[src/rtl/vga_frame_commit.sv]
// Frame-synchronous commit controller for the player-state vectors.
// The processor writes words into per-player shadow registers at any time;
// the live vectors take the shadow contents only when a commit has been
// requested, at the next falling edge of VGA vertical sync, so a frame never
// shows a half-updated state.
//
// Handshake: wr_en, commit_req and overrun_clr are single-cycle strobes
// sampled on the rising clock edge. There is no back-pressure. The processor
// polls busy to learn whether a commit is still pending, and it polls
// frame_cnt to see that a commit has completed.
module vga_frame_commit #(
  parameter int WORD_W      = 32,
  parameter int SLOTS       = 4,
  parameter int SYNC_STAGES = 2,
  parameter int CNT_W       = 16,
  localparam int VEC_W      = WORD_W * SLOTS,
  localparam int SLOT_W     = (SLOTS > 1) ? $clog2(SLOTS) : 1
) (
  input  logic              clock,
  input  logic              reset_n,
  input  logic              wr_en,
  input  logic              wr_player,
  input  logic [SLOT_W-1:0] wr_slot,
  input  logic [WORD_W-1:0] wr_data,
  input  logic              commit_req,
  input  logic              overrun_clr,
  input  logic              vga_vs,
  output logic              busy,
  output logic              overrun,
  output logic [CNT_W-1:0]  frame_cnt,
  output logic [VEC_W-1:0]  p1VGA,
  output logic [VEC_W-1:0]  p2VGA,
  output logic [1:0]        state_dbg
);

  typedef enum logic [1:0] {
    IDLE  = 2'd0,
    ARMED = 2'd1,
    COPY  = 2'd2
  } state_e;

  state_e                          state_q, state_d;
  logic [SLOTS-1:0][WORD_W-1:0]    sh_p1_q, sh_p2_q;
  logic [VEC_W-1:0]                p1_q, p2_q;
  logic [CNT_W-1:0]                frame_cnt_q;
  logic                            overrun_q;
  logic                            overrun_set;
  logic [SYNC_STAGES-1:0]          vs_sync_q;
  logic                            vs_prev_q;
  logic                            vs_s;
  logic                            vs_fall;

  // Shadow registers: a write lands in the addressed slot in every FSM state.
  always_ff @(posedge clock or negedge reset_n) begin
    if (!reset_n) begin
      sh_p1_q <= '0;
      sh_p2_q <= '0;
    end else if (wr_en) begin
      if (wr_player) sh_p2_q[wr_slot] <= wr_data;
      else           sh_p1_q[wr_slot] <= wr_data;
    end
  end

  // Synchronise the asynchronous vertical sync; idle level is high.
  always_ff @(posedge clock or negedge reset_n) begin
    if (!reset_n) begin
      vs_sync_q <= '1;
      vs_prev_q <= 1'b1;
    end else begin
      vs_sync_q <= {vs_sync_q[SYNC_STAGES-2:0], vga_vs};
      vs_prev_q <= vs_s;
    end
  end

  assign vs_s    = vs_sync_q[SYNC_STAGES-1];
  assign vs_fall = vs_prev_q & ~vs_s;

  // Next-state decode; a request while already armed is coalesced and flagged.
  always_comb begin
    state_d     = state_q;
    overrun_set = 1'b0;
    case (state_q)
      IDLE: begin
        // A sync edge is ignored here, even alongside a fresh request.
        if (commit_req) state_d = ARMED;
      end
      ARMED: begin
        if (vs_fall)    state_d = COPY;
        if (commit_req) overrun_set = 1'b1;
      end
      COPY: begin
        state_d = commit_req ? ARMED : IDLE;
      end
      default: state_d = IDLE;
    endcase
  end

  // FSM register plus the live vectors, frame counter and sticky overrun.
  always_ff @(posedge clock or negedge reset_n) begin
    if (!reset_n) begin
      state_q     <= IDLE;
      p1_q        <= '0;
      p2_q        <= '0;
      frame_cnt_q <= '0;
      overrun_q   <= 1'b0;
    end else begin
      state_q   <= state_d;
      // Set has priority over clear when both happen in one cycle.
      overrun_q <= overrun_set | (overrun_q & ~overrun_clr);
      if (state_q == COPY) begin
        // Shadows as registered at the start of COPY; a write during COPY
        // is only picked up by a later commit.
        p1_q        <= sh_p1_q;
        p2_q        <= sh_p2_q;
        frame_cnt_q <= frame_cnt_q + {{(CNT_W-1){1'b0}}, 1'b1};
      end
    end
  end

  assign busy      = (state_q != IDLE);
  assign overrun   = overrun_q;
  assign frame_cnt = frame_cnt_q;
  assign p1VGA     = p1_q;
  assign p2VGA     = p2_q;
  assign state_dbg = state_q;

endmodule

[config.mk]
export PLATFORM = sky130hd
export DESIGN_NAME = vga_frame_commit
export DESIGN_NICKNAME = d
export VERILOG_FILES = /design/src/rtl/vga_frame_commit.sv
export SDC_FILE = /design/constraint.sdc
export NUM_CORES = 1
export LEC_CHECK = 0
export BUFFER_PORTS_ARGS = -buffer_cell sky130_fd_sc_hd__buf_2
export CORE_MARGIN = 2
export CORE_UTILIZATION = 30
export CTS_CLUSTER_DIAMETER = 50
export DETAILED_ROUTE_END_ITERATION = 6
export PLACE_DENSITY = 0.47
export SLEW_MARGIN = 20
export SYNTH_ARGS = -nofsm -noshare
export SYNTH_HDL_FRONTEND = slang
export SYNTH_SLANG_ARGS = --single-unit
[constraint.sdc]
create_clock -name clock -period 3 [get_ports clock]
set_input_delay 0.6 -clock clock [delete_from_list [all_inputs] [get_ports clock]]
set_output_delay 0.6 -clock clock [all_outputs]
set_load 0.02 [all_outputs]
Yosys cells after proc, flatten, opt, wreduce, memory -nomap -nowiden
Index checks and enable logic that the tools add are counted.
{"block": "totals", "reg_bits": 534, "inputBits": 41}
{"block": "classes", "n_addsub": 1, "magnitude_cmp": 2, "eq_ne": 4, "n_mux": 10, "bitwise": 6, "reduce_logical": 6}
{"op": "$bwmux 128", "count": 2}
{"op": "$demux 32 s2", "count": 1}
{"op": "$mux 32", "count": 1}
{"op": "$add 16x1->16 const B", "count": 1}
{"op": "$pmux 2 s3", "count": 1}
{"op": "$reduce_and 2->1", "count": 3}
{"op": "$mux 2", "count": 2}
{"op": "$ne 2x2->1 const B", "count": 2}
{"op": "$lt 2x3->1 const B", "count": 1}
{"op": "$mux 1", "count": 3}
{"op": "$not 1->1", "count": 3}
{"op": "$and 1x1->1", "count": 2}
{"op": "$eq 2x1->1 const B", "count": 1}
{"op": "$eq 2x2->1 const B", "count": 1}
{"op": "$ge 2x1->1 const B", "count": 1}
{"op": "$logic_not 2->1", "count": 1}
{"op": "$reduce_bool 2->1", "count": 1}
{"op": "$logic_and 1x1->1", "count": 1}
{"op": "$or 1x1->1", "count": 1}

Logic depth before layout (Yosys ltp)
{"block": "depth", "word_depth": 5, "ltp_mapped": 6, "depth_no_buf": 5}

Worst setup path after synthesis
No wires, ideal clock.
{"block": "synth_timing", "kind": "input -> register", "startpoint": "input wr_en", "endpoint": "register sh_p1_q[65] (netlist name)", "setup_ps": 125, "arrival_time_ps": 1653, "t_required_ps": 2875, "setup_slack_ps": 1222, "path_stages": 5, "n_path_buf": 2, "cell_sequence": "buf_2 nand2b_4 nor3b_4 buf_6 mux2_2"}
{"block": "synth_via", "elab_chain_len": 1}
{"element": "from (decl)", "line_no": "21", "rtl": "input logic wr_en,"}
{"element": "$reduce_and 2->1 (no line)"}
{"element": "to (signal, indexed assignment)", "line_no": "60", "rtl": "else sh_p1_q[wr_slot] <= wr_data;"}
{"element": "to (decl)", "line_no": "43", "rtl": "logic [SLOTS-1:0][WORD_W-1:0] sh_p1_q, sh_p2_q;"}
Every way passes these cells.
A chain may end at the register's enable or synchronous reset.

Final worst setup path
{"block": "layout_timing", "startpoint": "register state_q[1], in the netlist state_dbg[1]", "endpoint": "output busy"}
{"block": "layout_via", "elab_chain_len": 1}
{"element": "from (decl)", "line_no": "42", "rtl": "state_e state_q, state_d;"}
{"element": "from (signal assigned)", "line_no": "107", "rtl": "state_q <= state_d;"}
{"element": "$reduce_bool 2->1", "line_no": "120", "rtl": "assign busy = (state_q != IDLE);"}
{"element": "to (decl)", "line_no": "28", "rtl": "output logic busy,"}
Every way passes these cells.

==> impl_metrics.ini <==
[sta]
max_freq_mhz = 465
min_period_ns = 2.15
slew_headroom_pct = 56.3
fin_crit_sh_pct = 71.6
finalSetupViolCount = 0
final_hold_viol_count = 0
final.setup.worst_slack_ns = 0.851
fin_skew_ns = 0.0185
max_slew.worst_pin.slew_ns = 0.656
grt_setup_unrepaired = no
fin_hold_ws_ns = 0.125
setup_tns_ns = 0
report.final.slew_viol_count = 0

[finish]
final_cell_count_no_fill = 2975
drive_above_1_share_pct = 35.2
final_common_cell = nand2_1
final_nets = 2098
syn_to_final_growth_pct = 25.6
final_cell_mix = nand2_1, dfrtp_1, buf_2, mux2_2, clkbuf_16
nFillCells = 6529
final_area_um2 = 25200
fin_util_pct = 38.2
diodes = 0

[yosys]
ys_types = 30
synth-seq-cells = 534
synth.avg_cell_area_um2 = 11.8
syn_area_um2 = 20100
syn_nets = 1751
yosys_warnings = 0
ys_seq_area_share_pct = 66.5
netlist_instances = 1709

[min_path]
holdPathEnd = vs_sync_q[0]$_DFF_PN1_
hold_depth = 1
hold_path.class = in -> reg
worstHoldStart = vga_vs

[placement]
dpl-instance-area_um2 = 22800
dp_hpwl_um = 35300
dpl.cell_count = 2847
dp_slack_ns = 0.811
portBuffers = 316
globalplace.congestion = 0.776

[global_routing]
top_usage_layer = met2
globalRoute.totalOverflow = 0
grt.total_usage_pct = 16.2
met2_usage_pct = 26.0
grt_pass1_wl_um = 86600
use_met3_pct = 4.18
antenna_found_initial = 0
grt_max_degree = 101
gr-usage-met1_pct = 21.3
grt_pass1_vias = 14200

[critical_path]
crit_slowest_cell = dfrtp_1
cpLargestDelayFamily = flip-flops
cp_data_required_time_ns = 2.40
worstSetupPathType = reg -> out
reg2reg_from = state_dbg[1]$_DFFE_PN0P_
path_cells = or2_2 -> buf_2
timing.critical_path.buf_inv = 1
rr_endpoint = p2VGA[126]$_DFFE_PN0N_
rrSetupSlack_ns = 1.18
max_stage_delay_ns = 0.49
path_max_fanout = 8
start_kind = register
end_kind = output port
r2r_cells = 4
cp_data_arrival_time_ns = 1.55

[route]
drt_first_pass_iters = 5
route.detailed.drc = 0
antenna_left = 0
wl_per_cell_um = 18.6
routed_wl_um = 55200
viasPerCell = 4.50
first_iter_violations = 717
vias = 13400

[cts]
cts_buffers = 70
h-tree-depth = 3
clkTransAtPathRegs_ns = 0.05
max-clock-path-buffers = 3
cts_tree = yes
root_buffer = clkbuf_16
clock_latency_ns = 0.60
cts_num_sinks = 534

[die]
die_width_um = 263
io_pins = 317
rows = 94
die-area_um2 = 69000
start_util_pct = 30.4
core_um2 = 66000
die_y_um = 263

[pwr]
leakage_nw = 12.9
p_total_mw = 25.9
p_seq_share_pct = 42.2
comb_power_share_pct = 24.7
clkPwrFrac_pct = 33.1
p_sw_mw = 8.83
ir_worst_vdd_mv = 0.552
p_sw_share_pct = 34.1
p_int_mw = 17.1
powerDensity_nw_per_um2 = 1030

[outcome]
status = complete, no violations

[job]
cap_violations = 0
## per-layer routing
metal  vias up  wire (um)
met5         -          0
met3        89       3210
li1       6194          -
met2       282      25900
met4         0       1270
met1      6829      24900
## power groups by stage
stage	combinational, mW	sequential, mW	clock [mW]
floorplan	1.99	12.6	0
global placement	6.42	11.0	0
detailed placement	6.50	11.1	0
CTS	6.52	11.0	8.84
global route	7.03	11.2	9.14
finish	6.40	10.9	8.57
## layout make-up
cell class / count / area, um2 / area share, %
Clock buffer: 96 / 2050 / 8.15
Clock inverter: 31 / 367 / 1.45
Inverter: 4 / 15.0 / 0.0595
Multi-Input combinational cell: 1086 / 6280 / 24.9
Sequential cell: 534 / 13400 / 53.0
Tap cell: 864 / 1080 / 4.29
Timing Repair Buffer: 360 / 2060 / 8.18
## state kept, by name, summed over array words and instances (netlist names)
name       flops
frame_cnt     16
p2VGA        128
overrun        1
vs_sync_q      2
p1VGA        128
state_dbg      2
vs_prev_q      1
sh_p1_q      128
sh_p2_q      128
## worst max path at each step
stage	startpoint	to	slack, ns	cells past startpoint
global route	state_dbg[1]$_DFFE_PN0P_	busy	0.76	2
CTS	state_dbg[1]$_DFFE_PN0P_	busy	0.79	2
floorplan	wr_en	sh_p1_q[65]$_DFFE_PN0P_	1.22	5
detailed placement	wr_player	sh_p1_q[75]$_DFFE_PN0P_	0.81	5
global placement	wr_player	sh_p1_q[79]$_DFFE_PN0P_	0.85	5
finish	state_dbg[1]$_DFFE_PN0P_	busy	0.85	2
## cells by family (layout without fill, tap and decap cells)
kind of cell / count (synthesis) / in the layout / share of synthesized area [%]
muxes: 257 / 257 / 14.4
adders and majority gates: 1 / 1 / 0.0623
AOI/OAI and AO/OA: 2 / 2 / 0.0498
xor gates and xnor gates: 15 / 15 / 0.654
DFF: 534 / 534 / 66.5
and+or+nand+nor: 811 / 811 / 16.0
buffers and inverters: 89 / 491 / 2.32
## worst reg2reg max path: cells and delay by family, from the launching register on
family	cells	cell delay [ns]
buffers and inverters	1	0.41
flip-flops	1	0.54
AND/OR/NAND/NOR	3	0.82
## synth_stat cells
| cell | n | area share, % |
|---|---|---|
| a21oi_1 | 1 | 0.025 |
| buf_2 | 57 | 1.4 |
| buf_4 | 10 | 0.37 |
| buf_6 | 3 | 0.17 |
| clkbuf_1 | 15 | 0.28 |
| dfrtp_1 | 531 | 66 |
| dfstp_2 | 3 | 0.39 |
| ha_1 | 1 | 0.062 |
| inv_1 | 4 | 0.075 |
| mux2_1 | 4 | 0.22 |
| mux2_2 | 253 | 14 |
| nand2_1 | 780 | 15 |
| nand2b_1 | 2 | 0.062 |
| nand2b_4 | 1 | 0.068 |
| nand3_1 | 6 | 0.15 |
| nand3b_1 | 1 | 0.037 |
| nand4_1 | 3 | 0.093 |
| nand4b_1 | 3 | 0.13 |
| nand4b_4 | 1 | 0.12 |
| nor2_1 | 5 | 0.093 |
| nor2b_1 | 1 | 0.031 |
| nor3_2 | 1 | 0.050 |
| nor3_4 | 1 | 0.081 |
| nor3b_4 | 2 | 0.19 |
| nor4_4 | 2 | 0.21 |
| nor4bb_1 | 1 | 0.050 |
| o21ai_0 | 1 | 0.025 |
| or2_2 | 1 | 0.031 |
| xnor2_1 | 12 | 0.52 |
| xor2_1 | 3 | 0.13 |
## timing repair
action,4_1_cts,5_1_grt
hold buffers,1,0
setup buffers,0,0
gates resized for setup,0,0
endpoints found under the hold margin,39,0
Note: power is estimated with default switching activity, not from simulation.
